<file path="src/rtl/uart_pkg.sv">
// Shared types and helpers for the UART receive path.
package uart_pkg;

    // Canonical character width used by the receive path
    localparam int RX_DATA_W = 8;

    // One buffered character: status flags above the data byte
    typedef struct packed {
        logic                 bi;
        logic                 fe;
        logic                 pe;
        logic [RX_DATA_W-1:0] data;
    } rx_entry_t;

    // FCR[7:6] receive trigger encodings
    localparam logic [1:0] RX_TRIG_ONE  = 2'b00;
    localparam logic [1:0] RX_TRIG_QTR  = 2'b01;
    localparam logic [1:0] RX_TRIG_HALF = 2'b10;
    localparam logic [1:0] RX_TRIG_NEAR = 2'b11;

    // Occupancy at which the RDA indication fires for a given trigger select
    function automatic int unsigned rx_trig_threshold(input logic [1:0] trig,
                                                      input int unsigned depth);
        int unsigned thr;
        case (trig)
            RX_TRIG_ONE:  thr = 1;
            RX_TRIG_QTR:  thr = depth / 4;
            RX_TRIG_HALF: thr = depth / 2;
            default:      thr = depth - 2;
        endcase
        return thr;
    endfunction

endpackage

</file>
<file path="src/rtl/uart_rx_fifo_mem.sv">
// RX FIFO storage: register array with one write port and an async read port.
module uart_rx_fifo_mem #(
    parameter int DEPTH = 16,
    parameter int W     = 11,
    parameter int AW    = $clog2(DEPTH)
) (
    input  logic          pclk,
    input  logic          we,
    input  logic [AW-1:0] waddr,
    input  logic [W-1:0]  wdata,
    input  logic [AW-1:0] raddr,
    output logic [W-1:0]  rdata
);

    logic [W-1:0] mem [DEPTH];

    // Storage is not reset; validity is tracked by the pointers in the parent
    always_ff @(posedge pclk) begin
        if (we) mem[waddr] <= wdata;
    end

    assign rdata = mem[raddr];

endmodule

</file>
<file path="src/rtl/uart_rx_fifo.sv">
// UART receive buffer: 16550-style RX FIFO or single holding register,
// with head status, data-ready, overrun, FIFO-error and trigger outputs.
module uart_rx_fifo
    import uart_pkg::*;
#(
    parameter int DEPTH  = 16,
    parameter int DATA_W = RX_DATA_W
) (
    input  logic                       pclk,
    input  logic                       presetn,
    input  logic                       utrrst,
    input  logic                       fifo_en,
    input  logic                       rx_fifo_clr,
    input  logic [1:0]                 rx_trigger,
    input  logic [DATA_W-1:0]          rsr_data,
    input  logic                       parity_error,
    input  logic                       frame_error,
    input  logic                       uart_break,
    input  logic                       receive_load_en,
    input  logic                       rbr_read,
    input  logic                       lsr_read,
    output logic [DATA_W-1:0]          rbr_data,
    output logic                       top_pe,
    output logic                       top_fe,
    output logic                       top_bi,
    output logic                       data_ready,
    output logic                       overrun_error,
    output logic                       rx_fifo_error,
    output logic [$clog2(DEPTH):0]     rx_level,
    output logic                       trigger_reached
);

    localparam int AW = $clog2(DEPTH);
    localparam int CW = AW + 1;
    // Entry layout matches rx_entry_t: {bi, fe, pe, data}
    localparam int EW = DATA_W + 3;

    logic [AW-1:0] wr_ptr, rd_ptr, mem_waddr;
    logic [CW-1:0] count, err_cnt, cap, thr;
    logic          overrun, fifo_en_q;
    logic [EW-1:0] wr_entry, head_entry;
    logic          flush, full, rd_en, wr_en, ovw, ovr_set, mem_we;
    logic          new_err, head_err, err_inc, err_dec, has_data;

    // Any mode change empties the buffer, same as an explicit clear
    assign flush    = rx_fifo_clr | utrrst | (fifo_en ^ fifo_en_q);
    assign cap      = fifo_en ? CW'(DEPTH) : CW'(1);
    assign full     = (count >= cap);
    assign has_data = (count != '0);

    // A read frees a slot in the same cycle, so a full buffer still accepts a write
    assign rd_en    = rbr_read && has_data && !flush;
    assign wr_en    = receive_load_en && !flush && (!full || rd_en);
    assign ovr_set  = receive_load_en && !flush && full && !rd_en;
    // Holding-register mode keeps the newest character on overrun
    assign ovw      = ovr_set && !fifo_en;

    assign wr_entry  = {uart_break, frame_error, parity_error, rsr_data};
    assign mem_we    = wr_en | ovw;
    assign mem_waddr = ovw ? rd_ptr : wr_ptr;

    assign new_err  = parity_error | frame_error | uart_break;
    assign head_err = |head_entry[EW-1:EW-3];
    // An overwrite replaces the head: count its new status, drop its old one
    assign err_inc  = (wr_en | ovw) & new_err;
    assign err_dec  = (rd_en | ovw) & head_err;

    uart_rx_fifo_mem #(
        .DEPTH (DEPTH),
        .W     (EW),
        .AW    (AW)
    ) u_mem (
        .pclk  (pclk),
        .we    (mem_we),
        .waddr (mem_waddr),
        .wdata (wr_entry),
        .raddr (rd_ptr),
        .rdata (head_entry)
    );

    // Pointer, occupancy and error-count bookkeeping
    always_ff @(posedge pclk or negedge presetn) begin
        if (!presetn) begin
            wr_ptr  <= '0;
            rd_ptr  <= '0;
            count   <= '0;
            err_cnt <= '0;
        end else if (flush) begin
            wr_ptr  <= '0;
            rd_ptr  <= '0;
            count   <= '0;
            err_cnt <= '0;
        end else begin
            if (wr_en) wr_ptr <= wr_ptr + 1'b1;
            if (rd_en) rd_ptr <= rd_ptr + 1'b1;
            count   <= count + CW'(wr_en) - CW'(rd_en);
            err_cnt <= err_cnt + CW'(err_inc) - CW'(err_dec);
        end
    end

    // Overrun is sticky until LSR read or receiver reset; a new event wins
    always_ff @(posedge pclk or negedge presetn) begin
        if (!presetn)                overrun <= 1'b0;
        else if (ovr_set)            overrun <= 1'b1;
        else if (lsr_read || utrrst) overrun <= 1'b0;
    end

    // Registered copy of the mode bit for change detection
    always_ff @(posedge pclk or negedge presetn) begin
        if (!presetn) fifo_en_q <= 1'b0;
        else          fifo_en_q <= fifo_en;
    end

    // Head view and status outputs, all zero when the buffer is empty
    always_comb begin
        thr = fifo_en ? CW'(rx_trig_threshold(rx_trigger, DEPTH)) : CW'(1);
        rbr_data        = has_data ? head_entry[DATA_W-1:0] : '0;
        top_pe          = has_data & head_entry[DATA_W];
        top_fe          = has_data & head_entry[DATA_W+1];
        top_bi          = has_data & head_entry[DATA_W+2];
        data_ready      = has_data;
        overrun_error   = overrun;
        rx_fifo_error   = fifo_en && (err_cnt != '0);
        rx_level        = count;
        trigger_reached = (count >= thr);
    end

endmodule

</file>
<file path="config.mk">
export PLATFORM = sky130hd
export DESIGN_NAME = uart_rx_fifo
export DESIGN_NICKNAME = d
export VERILOG_FILES = /design/src/rtl/uart_pkg.sv /design/src/rtl/uart_rx_fifo_mem.sv /design/src/rtl/uart_rx_fifo.sv
export SDC_FILE = /design/constraint.sdc
export NUM_CORES = 1
export LEC_CHECK = 0
export BUFFER_PORTS_ARGS = -buffer_cell sky130_fd_sc_hd__buf_2
export CORE_AREA = 10 10 141 175
export CTS_CLUSTER_SIZE = 14
export DETAILED_ROUTE_END_ITERATION = 8
export DIE_AREA = 0 0 151 185
export HOLD_SLACK_MARGIN = 0.08
export PLACE_DENSITY = 0.57
export SYNTH_ARGS = -nofsm -noshare
export SYNTH_HDL_FRONTEND = slang
export SYNTH_SLANG_ARGS = --single-unit
</file>
<file path="constraint.sdc">
create_clock -name pclk -period 4.75 [get_ports pclk]
set_input_delay 0.475 -clock pclk [delete_from_list [all_inputs] [get_ports pclk]]
set_output_delay 0.475 -clock pclk [all_outputs]
set_load 0.01 [all_outputs]
</file>
### Yosys cells after proc, flatten, opt, wreduce, memory -nomap -nowiden

Memory sizes are Yosys's and may differ from the RTL's.
Cells that the tools add are included.

* register bits: 20
* RAM bits: 176
* input port bits: 21
* output and inout port bits: 20
* logic and storage cells: 65
* memories kept: 1

* add/subtract/negate cells: 6
* order comparisons: 2
* equal/unequal tests: 2
* muxes and demuxes: 15
* bitwise gates (word level): 12
* reduce and logical (&&, ||, !) cells: 21

Memories
* u_mem.mem: depth 16, width 11, rd ports 1, clocked after Yosys merged registers in 0, write ports 1, line uart_rx_fifo_mem.sv:15 `logic [W-1:0] mem [DEPTH];`

Operators by type and width (number)
* 2-to-1 mux 4 bit: 5
* 2-to-1 mux 5 bit: 4
* one-hot mux 4 bit (3 select lines): 1
* adder 5 x 1 -> 5 bit: 2
* >= comparator 5 bit: 2
* nonzero test 5 bit: 2
* subtractor 5 x 1 -> 5 bit: 2
* adder 4 x 1 -> 4 bit, second input constant: 2
* logical AND 1 bit: 8
* 2-to-1 mux 8 bit: 1
* OR 1 bit: 6
* nonzero test 2 bit: 3
* bitwise AND 1 bit: 5
* logical NOT 1 bit: 4
* 2-to-1 mux 1 bit: 4
* OR reduction 3 bit: 1
* == test 2 x 1 -> 1 bit, second input constant: 1
* == test 2 bit, second input constant: 1
* logical NOT 2 bit: 1
* logical OR 1 bit: 2
* bitwise XOR 1 bit: 1

### Depth between registers and ports, before layout

Gate-level depths: netlist of run 1.

* depth after elaboration: 12
* depth in mapped cells: 19
* gate-level depth less buffers: 18

### Hierarchy

From an unflattened synthesis of run 1, not the netlist that was laid out.

* cells, all modules: 465
* area total of the unflattened synthesis: 8386.8 sq um

By module, submodules not included
* uart_rx_fifo_mem: instances 1, cells an instance 294, area an instance 6819.0 sq um, seq. area each 5285.1 sq um
* uart_rx_fifo: instances 1, cells an instance 171, area an instance 1567.8 sq um, seq. area each 500.5 sq um

### Least setup slack after synthesis of run 1

OpenSTA, ideal clock, no wires.

* path kind: input to register
* start: in fifo_en
* end: reg err_cnt[4]
* setup time: 0.078 ns
* data arrival time: 3.470 ns
* required time: 4.672 ns
* slack: 1.202 ns
* cell stages on the path: 17
* path buffers: 1
* path through: buf_2 inv_1 ha_1 and3b_1 o41ai_2 a2111oi_4 o32ai_1 ha_1 inv_1 ha_1 inv_1 fa_1 inv_1 a21oi_1 nor2_1 or3_1 a21oi_1

* word-level cells in the longest chain between the ends: 12
* elaborated cells on any way between the ends: 22
* classes of those cells: 2 x add/sub; 1 x order compare; 2 x mux; 6 x bitwise; 11 x reduce/logical

RTL lines
* start: declaration: line uart_rx_fifo.sv:12 `input logic fifo_en,`
* parallel branches: the longest is 11 deep, another holds >= comparator 5 bit
* 2-to-1 mux 5 bit (*): line uart_rx_fifo.sv:88 `end else if (flush) begin`
* end signal: assignment: line uart_rx_fifo.sv:97 `err_cnt <= err_cnt + CW'(err_inc) - CW'(err_dec);`
* end: declaration: line uart_rx_fifo.sv:39 `logic [CW-1:0] count, err_cnt, cap, thr;`

Mark *: on every way between the ends.
A chain may end at the register's enable or synchronous reset.

### Worst setup path after layout of run 1

* start: reg count[2], in the netlist rx_level[2]
* end: reg err_cnt[4]

* word-level cells in the longest chain between the ends: 11
* elaborated cells on any way between the ends: 18
* classes of those cells: 2 x add/sub; 1 x order compare; 1 x mux; 4 x bitwise; 10 x reduce/logical

RTL lines
* start: declaration: line uart_rx_fifo.sv:39
* start signal: assignment: line uart_rx_fifo.sv:96 `count <= count + CW'(wr_en) - CW'(rd_en);`
* parallel branches: the longest is 9 deep, another holds >= comparator 5 bit
* subtractor 5 x 1 -> 5 bit (*): line uart_rx_fifo.sv:97
* 2-to-1 mux 5 bit (*): line uart_rx_fifo.sv:88

Marks and branches as above.

==> run_results.csv, run 1 <==
group,metric,value,unit
final_layout,final_cells,828,
worst_hold_path,hold_path_class,"primary input to register",
logic_synthesis,ys_seq_area_share,69.1,%
logic_synthesis,syn_area_per_cell,17.9,sq um
global_route,grt_antenna_before_repair,0,
logic_synthesis,synth_seq_cells,196,
global_route,track_usage,13.6,%
cts,cts_tree,"yes",
cts,cts.sinks,196,
power,power_per_cell_area,353,mW/mm^2
cts,cts.clk_slew.worst_paths,0.07,ns
timing,worst_slack,1.05,ns
critical_path,path_cells,"inv_1, ha_1, nor4b_4, inv_2, and2_4, a21oi_1, nor2_1, o32ai_1, ha_1, inv_1, ha_1, inv_1, fa_1, inv_1, a21oi_1, nor2_1, or3_1, a21oi_1",
timing,worstMarginPinSlew,0.737,ns
logic_synthesis,netlist_instances,469,
floorplanning,core-area,0.0213,sq mm
cts,cts-htree-levels,4,
global_route,met2_usage,23.3,%
floorplanning,rows,60,
cts,cts_root_buffer,"clkbuf_16",
global_route,grt.met1_usage,16.6,%
floorplanning,pin_count,41,
placement,gp_routability_congestion,0.826,
timing,rsz0062_at_grt,"false",
timing,hold_viol,0,
timing,period_needed,3.70,ns
final_layout,antennaDiodeCount,0,
cts,insertion_delay,0.44,ns
flow_run,drv.max_cap_violation_count,0,
critical_path,crit_buf_inv,5,
logic_synthesis,synth_most_common_cell,"edfxtp_1",
floorplanning,start_util,39.3,%
power,power_leakage,0.00327,uW
timing,finalClockSkew,0.00899,ns
placement,place_area,0.00903,sq mm
placement,portBuffers,40,
detailed_routing,routed_wl,18200,microns
global_route,grt_overflow_total,0,
placement,dp_cells,795,
global_route,grtUsageMet3,2.54,%
final_layout,fillerInstances,1855,
critical_path,crit_path_frequent_cell,"inv_1",
logic_synthesis,ys_warn_count,0,
detailed_routing,final_antenna_net_count,0,
timing,finalSetupViolCount,0,
power,ir_drop,0.240,mV
cts,holdBufCountCts,1,
logic_synthesis,yosysTopAreaCellShare,63.1,%
final_layout,drive_gt1_share,28.2,%
floorplanning,die_area,0.0279,sq mm
global_route,grt_pass1_wl,28100,microns
critical_path,required,5.05,ns
final_layout,finish.instance_area,0.00965,sq mm
cts,cts_max_path_buffers,2,
logic_synthesis,synthesis.area,0.00837,sq mm
logic_synthesis,synth_nets,513,
critical_path,crit_path_top_delay_cell,"dfrtp_1",
critical_path,critPathKind,"register to register",
detailed_routing,drcViolationCount,0,
cts,cts_resized,0,
final_layout,nets,580,
final_layout,synthToLayoutAreaGrowth,15.2,%
placement,post-dp-hpwl,11900,microns
critical_path,cp.arrival,4.00,ns
timing,min_period_over_period,77.9,%
timing,max_freq,0.270,GHz
cts,post_cts_buffers,0,
logic_synthesis,ys.flop_type,"edfxtp_1",
detailed_routing,dr.pass1.iters,4,
global_route,busiest_layer,"met2",
timing,finalSetupTns,0,ns
critical_path,endpoint_kind,"register",
logic_synthesis,synth_top_cells_by_area,"edfxtp_1 (63%), mux4_2 (12%), dfrtp_1 (6.0%), ha_1 (3.1%), mux2i_1 (1.9%)",
global_route,grt_max_degree,30,
detailed_routing,vias_per_cell,5.33,
floorplanning,dieWidth,151,microns
global_route,grt_pass1_vias,4761,
critical_path,slowest_delay,0.42,ns
detailed_routing,drt_iter0_markers,425,
critical_path,critical-path-top-delay-family,"adder cells",
placement,place_worst_setup_slack,0.927,ns
detailed_routing,wl_per_cell,22.0,microns
final_layout,multi_input_area,0.00241,sq mm
logic_synthesis,synth-edff-count,176,
final_layout,ff_latch_area,0.00579,sq mm
critical_path,cp-start-kind,"register",
power,p_total,3400,uW
logic_synthesis,synthTopCellsByCount,"edfxtp_1 (176), mux4_2 (46), a21oi_1 (29), nor2_1 (22), ha_1 (21)",
timing,drv_slew,0,
timing,max-slew-margin-rel,50.8,%
logic_synthesis,yosysUniqueCellTypes,45,
floorplanning,dieHeight,185,microns
logic_synthesis,synth_area_leader_cell,"edfxtp_1",
detailed_routing,vias,4413,
run_status,outcome,"finished, final reports clean",
critical_path,crit_fanout,11,
logic_synthesis,async_flop_share,10.2,%
cts,cts_buffers,17,
==> power by group <==
group / internal, uW / leakage (uW) / switching, uW
clock network: 761 / 0.000302 / 691
logic: 21.3 / 0.00111 / 48.5
registers: 1880 / 0.00186 / 1.81
total: 2660 / 0.00327 / 741
==> layout make-up <==
type | count | share of cell area, %
clock buffers | 17 | 4.41
well taps | 279 | 3.62
repair buffers | 68 | 4.28
inverters | 19 | 0.739
flip-flops and latches | 196 | 60.0
multi-input cells | 234 | 25.0
clock inverters | 15 | 1.89
==> cell families after synthesis <==
kind of cell	count (synthesis)	synth area share (%)
flops	196	69.1
simple gates	80	5.16
mux	63	14.5
compound gates	58	4.47
buf+inv	39	2.05
fa+ha+maj	23	3.62
xor+xnor	10	1.14
==> stage by stage <==
stage          hold slack (ns)  utilization (%)
6_report                 0.268             45.2
5_1_grt                  0.260             45.2
4_1_cts                  0.250             45.2
3_5_place_dp             0.475             42.3
3_3_place_gp             0.454             42.3
2_1_floorplan            0.179                -
==> cell usage in the layout, fill, tap and decap left out, types with 6 or more instances in the layout <==
cell / count
inv_8: 6
edfxtp_1: 176
inv_1: 18
mux2i_1: 16
a21oi_1: 29
buf_2: 40
a221oi_1: 6
buf_4: 27
clkbuf_16: 17
dfrtp_1: 18
o21ai_0: 10
ha_1: 21
nand2_1: 16
nor2_1: 22
mux4_2: 46
and2_1: 10
nor2b_1: 7
==> routing by layer <==
metal / part of all wire, % / routed length (microns)
met5: 0 / 0
met4: 2.3 / 422
met2: 52 / 9470
met3: 4.4 / 800
met1: 41 / 7490
==> sequential cells by signal (all words and copies together) (netlist names) <==
register	count
err_cnt	5
fifo_en_q	1
overrun_error	1
rd_ptr	4
rx_level	5
u_mem.mem	176
wr_ptr	4
==> worst paths after layout <==
kind                               startpoint            end  slack [ns]  cells after the start
worst min register to register  overrun_error  overrun_error        0.52                      2
worst max-delay path              rx_level[2]     err_cnt[4]        1.05                     18
max in group asynchronous             presetn      rd_ptr[0]        3.84                      2
worst max register to register    rx_level[2]     err_cnt[4]        1.05                     18
worst min-delay path                  fifo_en      fifo_en_q        0.27                      1
min in group asynchronous             presetn    rx_level[4]        0.54                      2
(Power assumes the default switching activity.)
==> run 2, diff against run 1 <==
ABC_AREA = 1   (was unset)
CORE_AREA = 10 10 142 177   (was 10 10 141 175)
DIE_AREA = 0 0 152 187   (was 0 0 151 185)
clock period = 3.6 ns   (was 4.75 ns; I/O delays follow)
==> run_results.csv, run 2 <==
group,metric,value,unit
placement,post-dp-hpwl,13700,microns
global_route,grt_max_degree,52,
power,ir_drop,0.345,mV
final_layout,fillerInstances,2034,
detailed_routing,final_antenna_net_count,0,
logic_synthesis,yosysTopAreaCellShare,61.7,%
detailed_routing,drcViolationCount,0,
floorplanning,dieHeight,187,microns
logic_synthesis,synthTopCellsByCount,"edfxtp_1 (176), nor2_1 (137), o21ai_0 (91), nand2_1 (81), inv_1 (38)",
cts,cts_tree,"yes",
worst_hold_path,hold_path_class,"primary input to register",
floorplanning,start_util,39.3,%
logic_synthesis,async_flop_share,10.2,%
timing,finalSetupTns,0,ns
detailed_routing,dr.pass1.iters,5,
global_route,track_usage,14.5,%
critical_path,startpoint,"rx_level[3]",
logic_synthesis,yosysUniqueCellTypes,37,
final_layout,synthToLayoutAreaGrowth,16.0,%
timing,period_needed,3.26,ns
final_layout,layout_commonest_cell,"edfxtp_1",
timing,min_period_over_period,90.6,%
critical_path,endpoint_kind,"register",
detailed_routing,vias_per_cell,5.16,
logic_synthesis,netlist_instances,737,
flow_run,drv.max_cap_violation_count,0,
global_route,grt_pass1_wl,32600,microns
critical_path,r2r_start,"rx_level[3]",
timing,hold_viol,0,
detailed_routing,routed_wl,21000,microns
global_route,grt_antenna_before_repair,0,
timing,drv_slew,0,
logic_synthesis,synth_nets,781,
final_layout,largest_reg_flops,176,
cts,post_cts_buffers,0,
logic_synthesis,synth-edff-count,176,
cts,cts_max_path_buffers,2,
timing,rsz0062_at_grt,"false",
critical_path,crit_fanout,7,
cts,cts.clk_slew.worst_paths,0.09,ns
timing,finalSetupViolCount,0,
global_route,grt_overflow_total,0,
critical_path,cp.arrival,3.63,ns
final_layout,antennaDiodeCount,0,
logic_synthesis,ys.flop_type,"edfxtp_1",
floorplanning,die_area,0.0284,sq mm
final_layout,nets,846,
final_layout,largest-register,"u_mem.mem",
timing,finalClockSkew,0.0166,ns
critical_path,critPathKind,"register to register",
final_layout,drive_gt1_share,16.0,%
worst_hold_path,min_from,"fifo_en",
timing,max-slew-margin-rel,62.7,%
logic_synthesis,synth_area_leader_cell,"edfxtp_1",
floorplanning,rows,61,
floorplanning,dieWidth,152,microns
logic_synthesis,syn_area_per_cell,11.6,sq um
logic_synthesis,synth_most_common_cell,"edfxtp_1",
placement,gp_routability_congestion,0.797,
detailed_routing,vias,5661,
detailed_routing,wl_per_cell,19.1,microns
cts,insertion_delay,0.44,ns
cts,cts.sinks,196,
global_route,grt_pass1_vias,5652,
logic_synthesis,synth_seq_cells,196,
critical_path,cp-start-kind,"register",
logic_synthesis,ys_seq_area_share,67.5,%
cts,cts-htree-levels,4,
floorplanning,core-area,0.0218,sq mm
logic_synthesis,synthesis.area,0.00857,sq mm
detailed_routing,drt_iter0_markers,431,
timing,fin_hold_ws,0.107,ns
logic_synthesis,ys_warn_count,0,
critical_path,required,3.97,ns
timing,worstMarginPinSlew,0.559,ns
cts,cts_root_buffer,"clkbuf_16",
run_status,outcome,"finished, final reports clean",
power,power_leakage,0.00368,uW
final_layout,layout_common_cells,"edfxtp_1 (176), nor2_1 (137), o21ai_0 (91), nand2_1 (81), buf_2 (40)",
power,power_per_cell_area,469,mW/mm^2
placement,portBuffers,40,
timing,max_freq,0.307,GHz
logic_synthesis,synth_top_cells_by_area,"edfxtp_1 (62%), nor2_1 (6.0%), dfrtp_1 (5.8%), o21ai_0 (5.3%), nand2_1 (3.5%)",
floorplanning,pin_count,41,
cts,cts_buffers,17,
[run 2: changes by cell type in the layout (fill, tap and decap cells not counted), moves of 13 or more]
| cell | delta |
|---|---|
| nand2_1 | +65 |
| mux4_2 | -46 |
| inv_1 | +20 |
| o211ai_1 | +21 |
| nand3_1 | +17 |
| o21ai_0 | +81 |
| o221ai_1 | +13 |
| nor2_1 | +115 |
| mux2i_1 | -16 |
[run 2: critical path, cell delays in order (launching register included)]
cell and delay [ns]:
dfrtp_1 0.48, inv_1 0.13, ha_1 0.21, inv_1 0.05, nor2_1 0.04, nand2_1 0.16, nand3_4 0.14, nand2_2 0.13
nand2_1 0.14, nand2_2 0.15, o31ai_1 0.09, ha_1 0.28, inv_1 0.06, ha_1 0.15, inv_1 0.05, fa_1 0.40
nor3_1 0.22, a211oi_1 0.08, xor2_1 0.14, nor2_1 0.09
[run 2: logic make-up after synthesis]
group	synth area share, %
flip-flops	67.5
buffers and inverters	3.58
AND/OR/NAND/NOR	12.7
adder cells (fa/ha/maj)	3.53
XOR/XNOR	0.409
AO/OA/AOI/OAI	12.2
[run 2: metrics by stage]
step | total power (uW) | instance area (sq um) | setup WS, ns | utilization, % | instances
detailed placement | 2750 | 9300 | 0.263 | 42.6 | 1065
global route | 4810 | 9940 | 0.0303 | 45.5 | 1098
global placement | 2740 | 9300 | 0.346 | 42.6 | 1065
floorplan | 2650 | 8570 | 0.570 | - | 737
finish | 4660 | 9940 | 0.340 | 45.5 | 1098
CTS | 4690 | 9940 | 0.338 | 45.5 | 1098
[run 2: final timing paths]
kind,endpoint,cells after the start,slack (ns)
min reg2reg,overrun_error,2,0.54
max reg2reg,err_cnt[4],19,0.34
min,fifo_en_q,1,0.11
max in group asynchronous,rd_ptr[0],2,2.79
max,err_cnt[4],19,0.34
min in group asynchronous,err_cnt[0],2,0.42
[run 2: where the power goes]
| part | switching [uW] | internal, uW | total (uW) |
|---|---|---|---|
| clock | 955 | 1010 | 1970 |
| sequential | 4.09 | 2480 | 2480 |
| combinational | 148 | 58.2 | 206 |
[run 2: metal layers]
metal | global-route usage (%) | vias up | wire length (microns)
met5 | 0 | - | 0
met4 | 4.67 | 0 | 224
met3 | 2.69 | 15 | 853
met2 | 25.3 | 103 | 10800
met1 | 17.8 | 2776 | 9100
li1 | - | 2767 | -
[run 2: cell type report]
class	count	area (sq um)	share of cell area [%]
clock buffers	17	425	4.28
clock inverters	15	200	2.01
well taps	283	354	3.56
repair buffers	82	543	5.46
multi-input cells	464	2480	24.9
inverters	41	154	1.55
flip-flops and latches	196	5790	58.2
[run 2: timing repair]
| item | 4_1_cts | 5_1_grt |
|---|---|---|
| gates resized for setup | 0 | 0 |
| endpoints found under the hold margin | 20 | 0 |
| hold buffers | 1 | 0 |
